**config.mk**
```make
export PLATFORM = sky130hd
export DESIGN_NAME = if_stage_btb_flat
export DESIGN_NICKNAME = d
export VERILOG_FILES = /design/src/rtl/pipeline_pkg.sv /design/src/rtl/if_stage_btb_if.sv /design/src/rtl/fetch_btb.sv /design/src/rtl/if_stage_btb.sv /design/src/flat_wrapper.sv
export SDC_FILE = /design/constraint.sdc
export NUM_CORES = 1
export LEC_CHECK = 0
export CORE_MARGIN = 5
export CORE_UTILIZATION = 49
export DETAILED_ROUTE_END_ITERATION = 10
export GPL_ROUTABILITY_DRIVEN = 0
export PLACE_DENSITY = 0.79
export SYNTH_ARGS = -nofsm -noshare
export SYNTH_HDL_FRONTEND = slang
export SYNTH_SLANG_ARGS = --single-unit
```
**constraint.sdc**
```tcl
create_clock -name clk -period 14.2 [get_ports clk]
set_input_delay 2.84 -clock clk [delete_from_list [all_inputs] [get_ports clk]]
set_output_delay 2.84 -clock clk [all_outputs]
set_load 0.02 [all_outputs]
```
**src/rtl/pipeline_pkg.sv**
```systemverilog
// Shared fetch-stage types: branch counter states, next-PC select and default bubble.
// Latency: n/a (types and pure functions only).
// Backpressure: n/a.
package pipeline_pkg;

    // 2-bit saturating branch counter; the MSB is the taken prediction.
    typedef enum logic [1:0] {
        SNT = 2'b00,
        WNT = 2'b01,
        WT  = 2'b10,
        ST  = 2'b11
    } ctr_e;

    // Next-PC source, listed in decreasing priority.
    typedef enum logic [2:0] {
        NPC_RESET,
        NPC_REDIRECT,
        NPC_HOLD,
        NPC_PRED,
        NPC_SEQ
    } npc_sel_e;

    localparam logic [31:0] NOP_INST_DEFAULT = 32'h0000_0000;

    function automatic logic ctr_predicts_taken(input ctr_e c);
        return (c == WT) || (c == ST);
    endfunction

    // Saturating step towards the resolved direction.
    function automatic ctr_e ctr_next(input ctr_e c, input logic taken);
        ctr_e n;
        n = c;
        case (c)
            SNT:     n = taken ? WNT : SNT;
            WNT:     n = taken ? WT  : SNT;
            WT:      n = taken ? ST  : WNT;
            ST:      n = taken ? ST  : WT;
            default: n = c;
        endcase
        return n;
    endfunction

endpackage

```
**src/rtl/if_stage_btb_if.sv**
```systemverilog
// Fetch-stage bundle: control from EX/ID, instruction memory port and IF/ID outputs.
// Latency: n/a (wiring only).
// Backpressure: stall holds the stage; redirect overrides stall.
interface if_stage_btb_if #(
    parameter int XLEN = 32
);
    logic            stall;
    logic            redirect_valid;
    logic [XLEN-1:0] redirect_pc;
    logic            upd_valid;
    logic [XLEN-1:0] upd_pc;
    logic [XLEN-1:0] upd_target;
    logic            upd_taken;
    logic [XLEN-1:0] imem_addr;
    logic [XLEN-1:0] imem_data;
    logic [XLEN-1:0] pc;
    logic [XLEN-1:0] id_pc;
    logic [XLEN-1:0] id_pc4;
    logic [XLEN-1:0] id_inst;
    logic            id_valid;
    logic            id_pred_taken;
    logic [XLEN-1:0] id_pred_target;

    // Fetch stage side.
    modport slave (
        input  stall, redirect_valid, redirect_pc,
        input  upd_valid, upd_pc, upd_target, upd_taken,
        input  imem_data,
        output imem_addr, pc,
        output id_pc, id_pc4, id_inst, id_valid, id_pred_taken, id_pred_target
    );

    // Rest-of-pipeline / memory side.
    modport master (
        output stall, redirect_valid, redirect_pc,
        output upd_valid, upd_pc, upd_target, upd_taken,
        output imem_data,
        input  imem_addr, pc,
        input  id_pc, id_pc4, id_inst, id_valid, id_pred_taken, id_pred_target
    );
endinterface

```
**src/rtl/fetch_btb.sv**
```systemverilog
// Direct-mapped BTB with 2-bit counters: combinational lookup, update written at the edge.
// Latency: lookup 0 cycles; an update becomes visible to lookup one edge later (no bypass).
// Backpressure: none; updates are accepted every cycle regardless of stall/redirect.
module fetch_btb
    import pipeline_pkg::*;
#(
    parameter int XLEN        = 32,
    parameter int BTB_ENTRIES = 16
) (
    input  logic            clk,
    input  logic            rst,
    input  logic [XLEN-1:0] lookup_pc,
    output logic            pred_taken,
    output logic [XLEN-1:0] pred_target,
    input  logic            upd_valid,
    input  logic [XLEN-1:0] upd_pc,
    input  logic [XLEN-1:0] upd_target,
    input  logic            upd_taken
);
    localparam int IDX  = $clog2(BTB_ENTRIES);
    localparam int TAGW = XLEN - IDX - 2;

    logic [BTB_ENTRIES-1:0] valid_q;
    logic [TAGW-1:0]        tag_q    [BTB_ENTRIES];
    logic [XLEN-1:0]        target_q [BTB_ENTRIES];
    ctr_e                   ctr_q    [BTB_ENTRIES];

    logic [IDX-1:0]  lk_idx, upd_idx;
    logic [TAGW-1:0] lk_tag, upd_tag;
    logic            lk_hit, upd_hit;
    logic            unused_lsbs;

    // Instructions are word aligned, so the two low PC bits never select anything.
    assign unused_lsbs = ^{lookup_pc[1:0], upd_pc[1:0]};

    assign lk_idx  = lookup_pc[IDX+1:2];
    assign lk_tag  = lookup_pc[XLEN-1:IDX+2];
    assign upd_idx = upd_pc[IDX+1:2];
    assign upd_tag = upd_pc[XLEN-1:IDX+2];

    assign lk_hit      = valid_q[lk_idx] && (tag_q[lk_idx] == lk_tag);
    assign upd_hit     = valid_q[upd_idx] && (tag_q[upd_idx] == upd_tag);
    assign pred_taken  = lk_hit && ctr_predicts_taken(ctr_q[lk_idx]);
    assign pred_target = pred_taken ? target_q[lk_idx] : '0;

    // Valid bits and counters: cleared on reset, trained by resolved branches.
    always_ff @(posedge clk) begin
        if (rst) begin
            valid_q <= '0;
            for (int i = 0; i < BTB_ENTRIES; i++) begin
                ctr_q[i] <= WNT;
            end
        end else if (upd_valid) begin
            if (upd_hit) begin
                ctr_q[upd_idx] <= ctr_next(ctr_q[upd_idx], upd_taken);
            end else if (upd_taken) begin
                valid_q[upd_idx] <= 1'b1;
                ctr_q[upd_idx]   <= WT;
            end
        end
    end

    // Tag/target only change on a taken resolution; on a hit the tag rewrite is a no-op.
    always_ff @(posedge clk) begin
        if (!rst && upd_valid && upd_taken) begin
            tag_q[upd_idx]    <= upd_tag;
            target_q[upd_idx] <= upd_target;
        end
    end

endmodule

```
**src/rtl/if_stage_btb.sv**
```systemverilog
// Instruction fetch stage: PC register, BTB-predicted next-PC mux and IF/ID register.
// Latency: instruction at pc appears in id_inst one edge later.
// Backpressure: stall holds PC and IF/ID; redirect flushes IF/ID and wins over stall.
module if_stage_btb
    import pipeline_pkg::*;
#(
    parameter int              XLEN        = 32,
    parameter int              BTB_ENTRIES = 16,
    parameter logic [XLEN-1:0] RESET_PC    = '0,
    parameter logic [XLEN-1:0] NOP_INST    = XLEN'(NOP_INST_DEFAULT)
) (
    input logic         clk,
    input logic         clrn,
    if_stage_btb_if.slave bus
);
    logic [XLEN-1:0] pc_q, pc_plus4, pc_next;
    logic            pred_taken;
    logic [XLEN-1:0] pred_target;
    npc_sel_e        npc_sel;

    logic [XLEN-1:0] id_pc_q, id_pc4_q, id_inst_q, id_pred_target_q;
    logic            id_valid_q, id_pred_taken_q;

    fetch_btb #(
        .XLEN        (XLEN),
        .BTB_ENTRIES (BTB_ENTRIES)
    ) u_btb (
        .clk         (clk),
        .rst         (clrn),
        .lookup_pc   (pc_q),
        .pred_taken  (pred_taken),
        .pred_target (pred_target),
        .upd_valid   (bus.upd_valid),
        .upd_pc      (bus.upd_pc),
        .upd_target  (bus.upd_target),
        .upd_taken   (bus.upd_taken)
    );

    assign pc_plus4 = pc_q + XLEN'(4);

    // Next-PC source by priority: reset, redirect, stall, prediction, sequential.
    always_comb begin
        npc_sel = NPC_SEQ;
        if (clrn)                    npc_sel = NPC_RESET;
        else if (bus.redirect_valid) npc_sel = NPC_REDIRECT;
        else if (bus.stall)          npc_sel = NPC_HOLD;
        else if (pred_taken)         npc_sel = NPC_PRED;
    end

    // Next-PC data mux.
    always_comb begin
        pc_next = pc_plus4;
        case (npc_sel)
            NPC_RESET:    pc_next = RESET_PC;
            NPC_REDIRECT: pc_next = bus.redirect_pc;
            NPC_HOLD:     pc_next = pc_q;
            NPC_PRED:     pc_next = pred_target;
            default:      pc_next = pc_plus4;
        endcase
    end

    // PC register.
    always_ff @(posedge clk) begin
        if (clrn) pc_q <= RESET_PC;
        else      pc_q <= pc_next;
    end

    // IF/ID register: flush on reset/redirect, hold on stall, otherwise capture the fetch.
    always_ff @(posedge clk) begin
        if (clrn || bus.redirect_valid) begin
            id_inst_q        <= NOP_INST;
            id_valid_q       <= 1'b0;
            id_pred_taken_q  <= 1'b0;
            id_pred_target_q <= '0;
            id_pc_q          <= '0;
            id_pc4_q         <= '0;
        end else if (!bus.stall) begin
            id_inst_q        <= bus.imem_data;
            id_valid_q       <= 1'b1;
            id_pred_taken_q  <= pred_taken;
            id_pred_target_q <= pred_target;
            id_pc_q          <= pc_q;
            id_pc4_q         <= pc_plus4;
        end
    end

    assign bus.pc             = pc_q;
    assign bus.imem_addr      = pc_q;
    assign bus.id_pc          = id_pc_q;
    assign bus.id_pc4         = id_pc4_q;
    assign bus.id_inst        = id_inst_q;
    assign bus.id_valid       = id_valid_q;
    assign bus.id_pred_taken  = id_pred_taken_q;
    assign bus.id_pred_target = id_pred_target_q;

endmodule

```
**src/flat_wrapper.sv**
```systemverilog
// flat-port wrapper written by rule: the top's interface ports become plain ports
module if_stage_btb_flat import pipeline_pkg::*;
#(
    parameter int              XLEN        = 32,
    parameter int              BTB_ENTRIES = 16,
    parameter logic [XLEN-1:0] RESET_PC    = '0,
    parameter logic [XLEN-1:0] NOP_INST    = XLEN'(NOP_INST_DEFAULT)
)
  (clk, clrn, bus_stall, bus_redirect_valid, bus_redirect_pc, bus_upd_valid, bus_upd_pc, bus_upd_target, bus_upd_taken, bus_imem_data, bus_imem_addr, bus_pc, bus_id_pc, bus_id_pc4, bus_id_inst, bus_id_valid, bus_id_pred_taken, bus_id_pred_target);
  if_stage_btb_if #(.XLEN(XLEN)) bus_i ();
  input logic clk;
  input logic clrn;
  input wire logic [$bits(bus_i.stall)-1:0] bus_stall;
  input wire logic [$bits(bus_i.redirect_valid)-1:0] bus_redirect_valid;
  input wire logic [$bits(bus_i.redirect_pc)-1:0] bus_redirect_pc;
  input wire logic [$bits(bus_i.upd_valid)-1:0] bus_upd_valid;
  input wire logic [$bits(bus_i.upd_pc)-1:0] bus_upd_pc;
  input wire logic [$bits(bus_i.upd_target)-1:0] bus_upd_target;
  input wire logic [$bits(bus_i.upd_taken)-1:0] bus_upd_taken;
  input wire logic [$bits(bus_i.imem_data)-1:0] bus_imem_data;
  output wire logic [$bits(bus_i.imem_addr)-1:0] bus_imem_addr;
  output wire logic [$bits(bus_i.pc)-1:0] bus_pc;
  output wire logic [$bits(bus_i.id_pc)-1:0] bus_id_pc;
  output wire logic [$bits(bus_i.id_pc4)-1:0] bus_id_pc4;
  output wire logic [$bits(bus_i.id_inst)-1:0] bus_id_inst;
  output wire logic [$bits(bus_i.id_valid)-1:0] bus_id_valid;
  output wire logic [$bits(bus_i.id_pred_taken)-1:0] bus_id_pred_taken;
  output wire logic [$bits(bus_i.id_pred_target)-1:0] bus_id_pred_target;
  assign bus_i.stall = bus_stall;
  assign bus_i.redirect_valid = bus_redirect_valid;
  assign bus_i.redirect_pc = bus_redirect_pc;
  assign bus_i.upd_valid = bus_upd_valid;
  assign bus_i.upd_pc = bus_upd_pc;
  assign bus_i.upd_target = bus_upd_target;
  assign bus_i.upd_taken = bus_upd_taken;
  assign bus_i.imem_data = bus_imem_data;
  assign bus_imem_addr = bus_i.imem_addr;
  assign bus_pc = bus_i.pc;
  assign bus_id_pc = bus_i.id_pc;
  assign bus_id_pc4 = bus_i.id_pc4;
  assign bus_id_inst = bus_i.id_inst;
  assign bus_id_valid = bus_i.id_valid;
  assign bus_id_pred_taken = bus_i.id_pred_taken;
  assign bus_id_pred_target = bus_i.id_pred_target;
  if_stage_btb #(.XLEN(XLEN), .BTB_ENTRIES(BTB_ENTRIES), .RESET_PC(RESET_PC), .NOP_INST(NOP_INST)) u_core (.clk(clk), .clrn(clrn), .bus(bus_i));
endmodule
```
==> flow_summary_export.csv <==
group,metric,value,unit
logic_synthesis,yosys_warnings,0,
floorplan,start_util,0.495,
finish,final_nets,3166,
cts,cts_tree,"yes",
logic_synthesis,avgSynthCellArea,17.7,um^2
run_status,status,"completed",
global_route,grt_pass1_wl,205000,um
global_route,grt_start_max_net_pins,112,
logic_synthesis,synthCells,2753,
floorplan,core-area,0.0986,mm^2
flow_run,maxCapViolCount,0,
cts,hold_buffers,0,
setup_path,cp_slowest_cell,"nor2_1",
finish,drive_gt1_frac,0.224,
cts,cts_resized,0,
cts,cts.sink_count,1140,
logic_synthesis,synth_area_leaders,"edfxtp_1 (59%), mux4_2 (18%), dfxtp_1 (7.4%)",
global_route,grt_pass1_vias,29061,
setup_path,path_max_fanout,54,
routing,post-route-drc-count,0,
timing,rsz0062_at_grt,"false",
place,placed_area,0.0532,mm^2
finish,multi_input_area,0.0152,mm^2
worst_hold_path,hold_class,"reg2reg",
timing,post-route-min-period,8.71,ns
timing,finClkSkew,0.0718,ns
logic_synthesis,ys_seq_elements,1140,
setup_path,cp_top_family,"simple AND/OR/NAND/NOR gates",
logic_synthesis,synth_top_area_frac,0.591,
setup_path,end_kind,"register",
setup_path,cp.required,14.57,ns
setup_path,cp_data_arrival_time,9.07,ns
setup_path,critPathKind,"in2reg",
finish,utilization,0.580,
routing,drt_iter0_drc,4682,
cts,cts-root-buf,"clkbuf_16",
logic_synthesis,syn_nets,2888,
floorplan,top_level_ports,328,
finish,area_growth_syn_to_layout,17.1,%
cts,post-cts-setup-buffer-count,0,
floorplan,dieArea,0.106,mm^2
floorplan,die_h,326,um
logic_synthesis,async_reset_ff_frac,0,
logic_synthesis,yosysTopAreaCell,"edfxtp_1",
logic_synthesis,synth_flop_cell,"edfxtp_1",
global_route,track_usage,0.265,
timing,drv_slew,0,
setup_path,worstPathCellList,"clkbuf_8 > buf_4 > buf_4 > mux4_2 > mux4_2 > xnor2_1 > nand4_1 > nor4_1 > nand4_1 > nor2b_1 > nor2_1 > nor3b_1",
cts,clk_pin_slew,0.06,ns
cts,clock_latency,0.72,ns
global_route,grt_overflow,0,
routing,post_drt_via_cell_ratio,6.60,
routing,wl,144000,um
timing,hold_viol_final,0,
cts,clock_path_buffers,3,
finish,fin_area,0.0571,mm^2
floorplan,rows,115,
global_route,antenna_found_initial,19,
routing,firstDrtPassIters,8,
timing,finalSetupViolations,0,
logic_synthesis,syn_area,0.0488,mm^2
floorplan,die_width,326,um
logic_synthesis,yosysSeqAreaShare,0.665,
logic_synthesis,synth_cell_types,74,
routing,drtAntennaViolNets,0,
finish,nFillCells,7006,
power_and_ir_drop,p_leak,18.3,nW
power_and_ir_drop,power_density,131,mW/mm^2
setup_path,worst-path-buf-inv,3,
cts,cts_made_buffers,112,
place,dp_hpwl,84800,um
place,port_buffers,325,
finish,register_area,0.0324,mm^2
timing,slew_headroom,0.0787,
setup_path,critPathMaxStageDelay,0.97,ns
setup_path,worst_setup_path_start_kind,"input pin",
timing,tightest_slew,1.38,ns
timing,fin_crit_sh,0.613,
timing,timing.fmax,115,MHz
routing,vias,29299,
logic_synthesis,synth_edf_count,960,
timing,fin_tns_setup,0,ns
power_and_ir_drop,irDropWorstVdd,0.108,mV
power_and_ir_drop,total_power,7.46,mW
routing,wl_per_cell,32.4,um
cts,htreeDepth,3,
metal layers:
layer  global-route usage  up-vias  share of wire
met5                    0        -        0.00042
met4                0.103        8          0.044
met3               0.0906      399           0.13
met2                0.416     2284           0.47
met1                0.345    14916           0.35
li1                     -    11692              -
sequential cells by signal (all words and copies together) (netlist names), named ones only:
name and count:
u_core.bus.id_pred_taken 1, u_core.bus.id_pc 30, u_core.u_btb.tag_q 416, u_core.bus.id_pc4 32
u_core.bus.imem_addr 32, u_core.bus.id_inst 32, u_core.bus.id_valid 1, u_core.u_btb.ctr_q 32
u_core.u_btb.target_q 512, u_core.u_btb.valid_q 16, u_core.bus.id_pred_target 32
cell usage after synthesis (all sizes together) (10+ instances only):
library cell	count
edfxtp	960
mux4	394
dfxtp	180
nor2	172
mux2i	135
buf	122
clkbuf	112
nand2	95
nand3	56
a21oi	48
xnor2	43
a22oi	40
o21ai	37
inv	31
xor2	26
a21o	24
nor4	22
nor3	21
nor3b	21
nand2b	17
nand4	16
a22o	14
and3	14
or3	13
a211oi	12
nor2b	12
o21bai	11
a31oi	10
mux2	10
tightest hold or removal path, cell delays in order, from the launching register on:
cell	delay, ns
dfxtp_1	0.31
nand2_1	0.05
nand2_1	0.04
kinds of logic after synthesis:
logic type / share of synthesized area
buf+inv: 0.0254
fa+ha+maj: 0.000667
mux: 0.212
compound gates: 0.0346
xor+xnor: 0.0124
flops: 0.665
simple gates: 0.0500
area by class of cell:
cell class	count	share of cell area
Sequential cell	1140	0.568
Multi-Input combinational cell	1348	0.267
Timing Repair Buffer	398	0.0665
Clock buffer	146	0.0531
Tap cell	1287	0.0282
Clock inverter	67	0.0145
Inverter	31	0.00208
Antenna cell	19	0.000832
stage by stage:
stage | cells | setup WS [ns] | hold WS, ns
after floorplan | 2753 | 6.97 | 0.452
after global placement | 4204 | 4.95 | 0.424
after detailed placement | 4204 | 4.87 | 0.432
after CTS | 4417 | 5.61 | 0.444
after global routing | 4423 | 5.22 | 0.454
final | 4436 | 5.49 | 0.444
power breakdown:
part	internal [mW]	switching, mW	leakage [nW]
combinational	0.299	0.372	6.34
clock	1.77	1.31	1.87
sequential	3.66	0.0461	10.1
total	5.73	1.73	18.3
placed cells by master (no fill, tap or decap), types with 12 or more instances in the layout:
master,n
a21o_1,24
a21oi_1,48
a22o_1,14
a22oi_1,40
and3_1,14
buf_4,73
bufinv_16,14
clkbuf_1,25
clkbuf_16,113
clkdlybuf4s50_1,319
clkinv_1,12
clkinv_2,20
dfxtp_1,177
diode_2,19
edfxtp_1,960
inv_1,30
mux2i_1,135
mux4_2,394
nand2_1,95
nand2b_1,17
nand3_1,55
nand4_1,15
nor2_1,152
nor2_4,17
nor3_1,19
nor3b_1,20
nor4_1,20
o21ai_0,35
or3_1,13
xnor2_1,43
xor2_1,26
path summary, 6_finish.rpt:
kind | end | start | depth (start not counted) | slack (ns)
max reg2reg | u_core.bus.id_pred_target[29] | register | 11 | 7.34
max | u_core.u_btb.ctr_q[4][1] | bus_upd_pc[2] | 12 | 5.49
min | u_core.bus.id_pred_taken | u_core.bus.id_pred_taken | 2 | 0.44
min reg2reg | u_core.bus.id_pred_taken | u_core.bus.id_pred_taken | 2 | 0.44
Power figures use the tool's default switching activity.
